--- src/rtl/gcd_pkg.sv ---
// Shared constants for the GCD share arbiter: FSM encodings, default
// parameter values and the helper that picks one requester's operand slice.
package gcd_pkg;

    localparam int GCD_WIDTH_DEF   = 4;
    localparam int GCD_TIMEOUT_DEF = 64;
    localparam int GCD_CNT_W_DEF   = 7;

    localparam logic [1:0] ST_IDLE  = 2'd0;
    localparam logic [1:0] ST_ISSUE = 2'd1;
    localparam logic [1:0] ST_WAIT  = 2'd2;
    localparam logic [1:0] ST_RESP  = 2'd3;

    // Returns requester idx's operand in the low bits of the result.
    // Callers pack two width-bit fields into bus and truncate the result.
    function automatic logic [31:0] op_slice(input logic [63:0] bus,
                                             input logic        idx,
                                             input int unsigned width);
        logic [63:0] sh;
        sh = idx ? (bus >> width) : bus;
        return sh[31:0];
    endfunction

endpackage

--- src/rtl/rr_arb2.sv ---
// Two-way round-robin pick: a lone request wins outright, a tie goes to
// the requester that was not served last.
module rr_arb2 (
    input  logic [1:0] i_req,
    input  logic       i_last,
    output logic       o_win,
    output logic       o_any
);

    // Tie-break against the previous winner; otherwise follow the single request.
    always_comb begin
        o_any = |i_req;
        if (i_req == 2'b11) o_win = ~i_last;
        else                o_win = i_req[1];
    end

endmodule

--- src/rtl/gcd_share_arbiter.sv ---
// Shares one subtract-loop GCD engine between two requesters. Operands of the
// round-robin winner are latched, the engine is started and watched by a
// timeout counter, and the result is returned to the winner. Zero operands
// bypass the engine because its subtract loop never ends on zero.
module gcd_share_arbiter
    import gcd_pkg::*;
#(
    parameter int WIDTH   = GCD_WIDTH_DEF,
    parameter int TIMEOUT = GCD_TIMEOUT_DEF,
    parameter int CNT_W   = GCD_CNT_W_DEF
) (
    input  logic               clk,
    input  logic               reset,
    input  logic [1:0]         req,
    input  logic [2*WIDTH-1:0] x_in,
    input  logic [2*WIDTH-1:0] y_in,
    output logic [1:0]         grant,
    output logic [1:0]         res_valid,
    output logic [WIDTH-1:0]   res_data,
    output logic               res_err,
    output logic               busy,
    output logic               gcd_start,
    output logic [WIDTH-1:0]   gcd_x,
    output logic [WIDTH-1:0]   gcd_y,
    output logic               gcd_abort,
    input  logic               gcd_done,
    input  logic [WIDTH-1:0]   gcd_result
);

    logic [1:0]       r_state;
    logic [1:0]       r_grant;
    logic [1:0]       r_res_valid;
    logic [WIDTH-1:0] r_res_data;
    logic             r_res_err;
    logic             r_busy;
    logic             r_gcd_start;
    logic [WIDTH-1:0] r_gcd_x;
    logic [WIDTH-1:0] r_gcd_y;
    logic             r_gcd_abort;
    logic [CNT_W-1:0] r_wdog;
    logic             r_last;
    logic             r_id;

    logic             w_win;
    logic             w_any;
    logic [WIDTH-1:0] w_x_win;
    logic [WIDTH-1:0] w_y_win;
    logic             w_zero;
    logic             w_wd_exp;
    logic [1:0]       w_id_1h;
    logic [1:0]       w_nxt;

    rr_arb2 u_arb (
        .i_req  (req),
        .i_last (r_last),
        .o_win  (w_win),
        .o_any  (w_any)
    );

    assign w_x_win  = WIDTH'(op_slice(64'(x_in), w_win, WIDTH));
    assign w_y_win  = WIDTH'(op_slice(64'(y_in), w_win, WIDTH));
    assign w_zero   = (r_gcd_x == '0) || (r_gcd_y == '0);
    assign w_wd_exp = (r_wdog == CNT_W'(TIMEOUT - 1));
    assign w_id_1h  = r_id ? 2'b10 : 2'b01;

    // Next state. ISSUE is the grant cycle: latched operands are inspected
    // there, so a zero operand jumps straight to RESP without starting the engine.
    always_comb begin
        w_nxt = r_state;
        case (r_state)
            ST_IDLE:  if (w_any) w_nxt = ST_ISSUE;
            ST_ISSUE: w_nxt = w_zero ? ST_RESP : ST_WAIT;
            ST_WAIT:  if (gcd_done || w_wd_exp) w_nxt = ST_RESP;
            default:  w_nxt = ST_IDLE;
        endcase
    end

    // State, pulses and datapath. Each output is set on the transition into
    // the cycle in which it must be seen, so all outputs stay registered.
    always_ff @(posedge clk) begin
        if (reset) begin
            r_state     <= ST_IDLE;
            r_grant     <= '0;
            r_res_valid <= '0;
            r_res_data  <= '0;
            r_res_err   <= 1'b0;
            r_busy      <= 1'b0;
            r_gcd_start <= 1'b0;
            r_gcd_x     <= '0;
            r_gcd_y     <= '0;
            r_gcd_abort <= 1'b0;
            r_wdog      <= '0;
            r_last      <= 1'b1;
            r_id        <= 1'b0;
        end else begin
            r_state     <= w_nxt;
            r_busy      <= (w_nxt != ST_IDLE);
            r_grant     <= '0;
            r_res_valid <= '0;
            r_gcd_start <= 1'b0;
            r_gcd_abort <= 1'b0;
            case (r_state)
                ST_IDLE: begin
                    if (w_any) begin
                        r_grant <= w_win ? 2'b10 : 2'b01;
                        r_gcd_x <= w_x_win;
                        r_gcd_y <= w_y_win;
                        r_id    <= w_win;
                        r_last  <= w_win;
                    end
                end
                ST_ISSUE: begin
                    if (w_zero) begin
                        // gcd(a,0)=a and gcd(0,0)=0 both reduce to a bitwise OR
                        r_res_data  <= r_gcd_x | r_gcd_y;
                        r_res_err   <= 1'b0;
                        r_res_valid <= w_id_1h;
                    end else begin
                        r_gcd_start <= 1'b1;
                        r_wdog      <= '0;
                    end
                end
                ST_WAIT: begin
                    r_wdog <= r_wdog + CNT_W'(1);
                    if (gcd_done) begin
                        // done beats a coincident timeout
                        r_res_data  <= gcd_result;
                        r_res_err   <= 1'b0;
                        r_res_valid <= w_id_1h;
                    end else if (w_wd_exp) begin
                        r_gcd_abort <= 1'b1;
                        r_res_data  <= '0;
                        r_res_err   <= 1'b1;
                        r_res_valid <= w_id_1h;
                    end
                end
                default: ;
            endcase
        end
    end

    assign grant     = r_grant;
    assign res_valid = r_res_valid;
    assign res_data  = r_res_data;
    assign res_err   = r_res_err;
    assign busy      = r_busy;
    assign gcd_start = r_gcd_start;
    assign gcd_x     = r_gcd_x;
    assign gcd_y     = r_gcd_y;
    assign gcd_abort = r_gcd_abort;

endmodule

--- config.mk ---
export PLATFORM = sky130hd
export DESIGN_NAME = gcd_share_arbiter
export DESIGN_NICKNAME = d
export VERILOG_FILES = /design/src/rtl/gcd_pkg.sv /design/src/rtl/rr_arb2.sv /design/src/rtl/gcd_share_arbiter.sv
export SDC_FILE = /design/constraint.sdc
export NUM_CORES = 1
export LEC_CHECK = 0
export BUFFER_PORTS_ARGS = -buffer_cell sky130_fd_sc_hd__buf_2
export CAP_MARGIN = 20
export CORE_ASPECT_RATIO = 0.6
export CORE_MARGIN = 1
export CORE_UTILIZATION = 48
export CTS_BUF_LIST = sky130_fd_sc_hd__clkbuf_8
export DETAILED_ROUTE_END_ITERATION = 10
export PLACE_DENSITY = 0.79
export SYNTH_ARGS = -nofsm -noshare
export SYNTH_HDL_FRONTEND = slang
export SYNTH_SLANG_ARGS = --single-unit
--- constraint.sdc ---
create_clock -name clk -period 1.5 [get_ports clk]
set_input_delay 0.225 -clock clk [delete_from_list [all_inputs] [get_ports clk]]
set_output_delay 0.225 -clock clk [all_outputs]
set_load 0.02 [all_outputs]
==> After elaboration in Yosys (flattened, before gate mapping) <==
Cells that the tools add are included.
{ "op_classes": {"reduce_logical": 14, "add_sub_neg": 1, "muxes": 25, "bitwise": 6, "eq_ne": 7} }
{ "op_table": {"columns": ["cell", "count"], "rows": [
  ["2-to-1 mux 4 bit", 5],
  ["2-to-1 mux 2 bit", 7],
  ["one-hot mux 7 bit (2 select lines)", 1],
  ["zero test 4 bit", 2],
  ["one-hot mux 4 bit (2 select lines)", 1],
  ["adder 7 x 1 -> 7 bit, second input constant", 1],
  ["equality test 7 x 6 -> 1 bit, second input constant", 1],
  ["2-to-1 mux 1 bit", 7],
  ["2-to-1 mux 7 bit", 1],
  ["one-hot mux 2 bit (3 select lines)", 1],
  ["OR reduction 3 bit", 2],
  ["NOT 1 bit", 5],
  ["equality test 2 bit, second input constant", 2],
  ["inequality test 2 bit, second input constant", 2],
  ["OR 4 bit", 1],
  ["one-hot mux 2 bit (2 select lines)", 1],
  ["AND reduction 2 bit", 2],
  ["nonzero test 2 bit", 2],
  ["OR reduction 2 bit", 2],
  ["inequality test 3 bit, second input constant", 1],
  ["AND reduction 3 bit", 1],
  ["equality test 2 x 1 -> 1 bit, second input constant", 1],
  ["zero test 2 bit", 1],
  ["logical OR 1 bit", 2],
  ["one-hot mux 1 bit (2 select lines)", 1]
]} }
{ "word_totals": {"input_bits": 25, "register_bits": 31, "wordCells": 66} }

==> Depth between registers and ports, before layout <==
{ "depth": {"ltp_word": 5, "depth_mapped": 8, "mapped_depth_nobuf": 6} }

==> Hierarchy <==
From an unflattened synthesis, not the netlist that was laid out.
{ "hier_totals": {"hier_cells": 166, "hier_area_um2": 1527.7} }
{ "by_module_without_submodules": {"columns": ["mod", "n_inst", "area_each_um2", "cells_per_inst"], "rows": [
  ["gcd_share_arbiter", 1, 1514.0, 164],
  ["rr_arb2", 1, 13.8, 2]
]} }

==> Worst setup path after synthesis <==
Ideal clock, no wire load.
{ "synth_timing": {"kind": "register -> register", "startpoint": "register r_gcd_y[3] (netlist: gcd_y[3])", "endpoint": "register r_res_data[0] (netlist: res_data[0])", "setup_slack_ns": -0.158, "setup_time_ns": 0.116, "path_stages_with_launch": 5, "required_ns": 1.384, "arrival_ns": 1.542, "cell_sequence": "dfxtp_1 -> or4_4 -> a31oi_4 -> a21oi_1 -> a31o_1"} }
{ "synth_between": {"elab_chain_len": 4} }
{ "synth_lines": {"columns": ["element", "line_no", "source"], "rows": [
  ["start: declaration", "gcd_share_arbiter.sv:38", "logic [WIDTH-1:0] r_gcd_y;"],
  ["start signal: assignment", "gcd_share_arbiter.sv:107", "r_gcd_y <= w_y_win;"],
  ["zero test 4 bit", "gcd_share_arbiter.sv:62", "assign w_zero = (r_gcd_x == '0) || (r_gcd_y == '0);"],
  ["logical OR 1 bit", "gcd_share_arbiter.sv:62", null],
  ["inequality test 2 bit (no source line)", null, null],
  ["AND reduction 3 bit (no source line)", null, null],
  ["end signal: assignment", "gcd_share_arbiter.sv:115", "r_res_data <= r_gcd_x | r_gcd_y;"],
  ["end signal: assignment", "gcd_share_arbiter.sv:127", "r_res_data <= gcd_result;"],
  ["end: declaration", "gcd_share_arbiter.sv:33", "logic [WIDTH-1:0] r_res_data;"]
]} }
No other way between the ends.
A chain may end at the register's enable or synchronous reset.

==> Worst setup path in the final report <==
{ "layout_timing": {"startpoint": "register r_gcd_x[3] (netlist: gcd_x[3])", "endpoint": "register r_res_data[1] (netlist: res_data[1])"} }
{ "layout_between": {"elab_chain_len": 4} }
{ "layout_lines": {"columns": ["element", "line_no", "source"], "rows": [
  ["start: declaration", "gcd_share_arbiter.sv:37", "logic [WIDTH-1:0] r_gcd_x;"],
  ["start signal: assignment", "gcd_share_arbiter.sv:106", "r_gcd_x <= w_x_win;"],
  ["zero test 4 bit", "gcd_share_arbiter.sv:62", null],
  ["logical OR 1 bit", "gcd_share_arbiter.sv:62", null],
  ["inequality test 2 bit (no source line)", null, null],
  ["AND reduction 3 bit (no source line)", null, null]
]} }
No other way between the ends.

==> key figures <==
Run status
  • Status: finished with violations
  • Failing checks: negative setup slack

Floorplanning
  • Full die area: 3580 um2
  • Rows: 15
  • Initial Util: a little over half
  • DIE WIDTH: 76.6 um
  • Die Ht: ~47 um
  • Top Ports: 45
  • CORE AREA: between 3000 and 4000 um2

Worst setup path
  • Worst setup SP type: flip-flop
  • Crit-path max FO: 8
  • CP Data Required Time: 1.68 ns
  • Reg-to-reg slack, setup: -0.09 ns
  • Critical Path Sink Type: flip-flop
  • Worst reg2reg path startpoint: gcd_x[3]
  • R2R Path End: res_data[1]
  • Crit path DAT: approximately 1.8 ns
  • R2R depth: 4
  • Critical path type: flip-flop to flip-flop

GRT
  • All-Layer GR Usage: 25.1%
  • First-pass GRT wire length: 6.68 mm
  • Antenna violations before repair: 0
  • Largest net degree at the start of global routing: 34
  • Total grt overflow: 0
  • Vias in the first global route: 1434

Clock network
  • Root Buffer Master: clkbuf_8
  • Clock tree buffer depth: 2
  • CTS tree: done
  • Clock Pin Slew Worst Setup and Hold Paths: 0.07 ns
  • Clock Latency Late Sink: 0.29 ns
  • Number of buffers created by CTS: 5
  • CTS HTree Levels: 2
  • CTS sink cnt: 31

STA
  • RSZ-0062 raised after global routing: yes
  • Fin worst setup slack: -0.0890 ns
  • Fin crit share: 106%
  • Max Slew Vio Count: 0
  • Final min period: 1.59 ns
  • Layout Skew: 0.00518 ns
  • Setup TNS: -0.390 ns
  • Slew of the pin with the lowest slew margin: about 0.54 ns
  • Max-slew headroom: 64.2%
  • Fmax: 0.629 GHz
  • Number of hold violations in the final report: 0
  • # setup viols final: 5

Logic synthesis
  • Most frequent cell after synthesis: dfxtp_1
  • Synth area leader: dfxtp_1
  • Post-Syn Instances: 181
  • Syn_nets: 211
  • Yosys cell types: 40
  • Post-synth EDFFs: 0
  • Ys flop type: dfxtp_1
  • Post-Synthesis Cell Area: 1600 um2
  • Sequential fraction of the synthesis area: roughly two fifths
  • Largest cells by area after synthesis: dfxtp_1, a211oi_1, mux2i_1
  • Synth async-reset ratio: 0%
  • Area share of the largest cell type after synthesis: 38.7%
  • #FFs+latches synth: 31
  • Yosys warns: 0
  • Syn avg cell area: 8.86 um2
  • Most frequent cells after synthesis: dfxtp_1, nor2_1, nand2_1

Min path
  • Hold depth: 3
  • Hold path startpoint: y_in[2]
  • Hold Path End: gcd_y[2]
  • HP Class: primary input to flip-flop

Detailed routing
  • WL final: about 4.2 mm
  • Avg WL per Cell: 14.2 um
  • Vias: 1643
  • Initial DRT Pass Iterations: 4
  • Iter 0 DRT Violations: 73
  • DRC: 0
  • Post-DRT Antenna Nets: 0
  • Vias per std cell: 5.57

Placement
  • Final RePlAce weighted congestion: just over 0.8
  • Post-place setup slack: -0.0944 ns
  • Number of buffers added on ports: 44
  • Post-DP HPWL: 3.08 mm

Pwr
  • Cell Pwr Density: slightly below 2000 nW/um2
  • Leakage: 0.971 nW
  • Max IR drop VDD: about 0.98 mV

Finish
  • Multi-input logic area: 995 um2
  • FF/Latch Area: roughly 630 um2
  • Share of layout cells above drive strength 1: between 40% and 50%
  • Ant diodes: 0
  • Fin util: 75.0%
  • Nets: 282
  • Filler cells: 218
  • Area Growth Syn to Fin: 41.4%

Flow run
  • Max-Cap Viols: 0
-- worst max-delay path by stage --
stage	startpoint	endpoint	cells past startpoint
after global placement	gcd_x[3]	res_data[1]	4
after floorplan	gcd_x[3]	res_data[0]	4
final	gcd_x[3]	res_data[1]	4
after CTS	gcd_x[3]	res_data[1]	4
after detailed placement	gcd_x[3]	res_data[1]	4
after global routing	gcd_x[3]	res_data[2]	4
-- layer usage --
metal | up-vias | share of wire [%] | GRT usage, %
met3 | 10 | 5.5 | 6.02
met4 | 0 | 1.8 | 13.5
li1 | 815 | - | -
met2 | 56 | 46 | 42.7
met1 | 762 | 47 | 31.2
met5 | - | 0 | 0
-- what timing repair did --
action                                  CTS  global route
pin swaps                                 6             4
buffers inserted                          1             1
hold buffers                              0             0
cloned                                    0             0
resized for setup                         4             8
endpoints found under the setup margin   17            21
-- worst max-delay path, cell delays in order, from the launching register on --
cell,delay (ns)
dfxtp_2,0.32
or4_4,0.55
a31oi_4,0.30
a21oi_1,0.12
a31o_1,0.19
-- cells by family (layout without fill, tap and decap cells) --
logic type      count (synthesis)  after routing  share of synthesized area, %
compound gates                 43             43                          21.0
fa+ha+maj                       5              5                          3.90
buf+inv                        15             87                          3.59
flops                          31             31                          38.7
mux                             8              8                          5.00
simple gates                   79             79                          27.8
-- final cells by class --
class | count | area share, %
well taps | 42 | 2.32
multi-input cells | 135 | 43.9
repair buffers | 76 | 20.3
flip-flops and latches | 31 | 27.8
clock buffers | 6 | 3.64
clock inverters | 2 | 1.55
inverters | 3 | 0.497
-- stage by stage --
step | hold WS, ns | cells | instance area [um2] | power, W
final | 0.291 | 295 | 2270 | 0.00444
after global routing | 0.298 | 295 | 2270 | 0.00470
after CTS | 0.288 | 294 | 2240 | 0.00438
after detailed placement | 0.513 | 285 | 2090 | 0.00345
after global placement | 0.490 | 285 | 2090 | 0.00334
after floorplan | 0.451 | 181 | 1660 | 0.00259
-- layout by cell type (no fill, tap or decap), drive strengths merged, types with 2 or more instances in the layout --
cell	instances
clkbuf	6
or4	2
a211oi	13
a31oi	3
inv	3
nand3b	4
and3b	2
a21oi	9
buf	76
or4b	2
nor4	4
nand2b	6
nor3	6
ha	5
dfxtp	31
mux2i	8
nor3b	4
or2	2
nand3	4
and3	3
a31o	4
a221oi	2
o311ai	4
nor2	19
nor4bb	3
nand2	15
-- where the power goes --
group	total [W]	internal (W)	switching (W)
sequential	0.00123	0.00106	0.000169
combinational	0.00236	0.00109	0.00127
clock	0.000853	0.000537	0.000316
-- registers in the layout, indices dropped and copies added, names as in the netlist --
register / flops
res_data: 4
r_last: 1
r_state: 2
busy: 1
r_id: 1
gcd_x: 4
r_wdog: 7
gcd_start: 1
res_err: 1
gcd_y: 4
grant: 2
gcd_abort: 1
res_valid: 2
No activity file was read; power rests on OpenSTA's default activity.
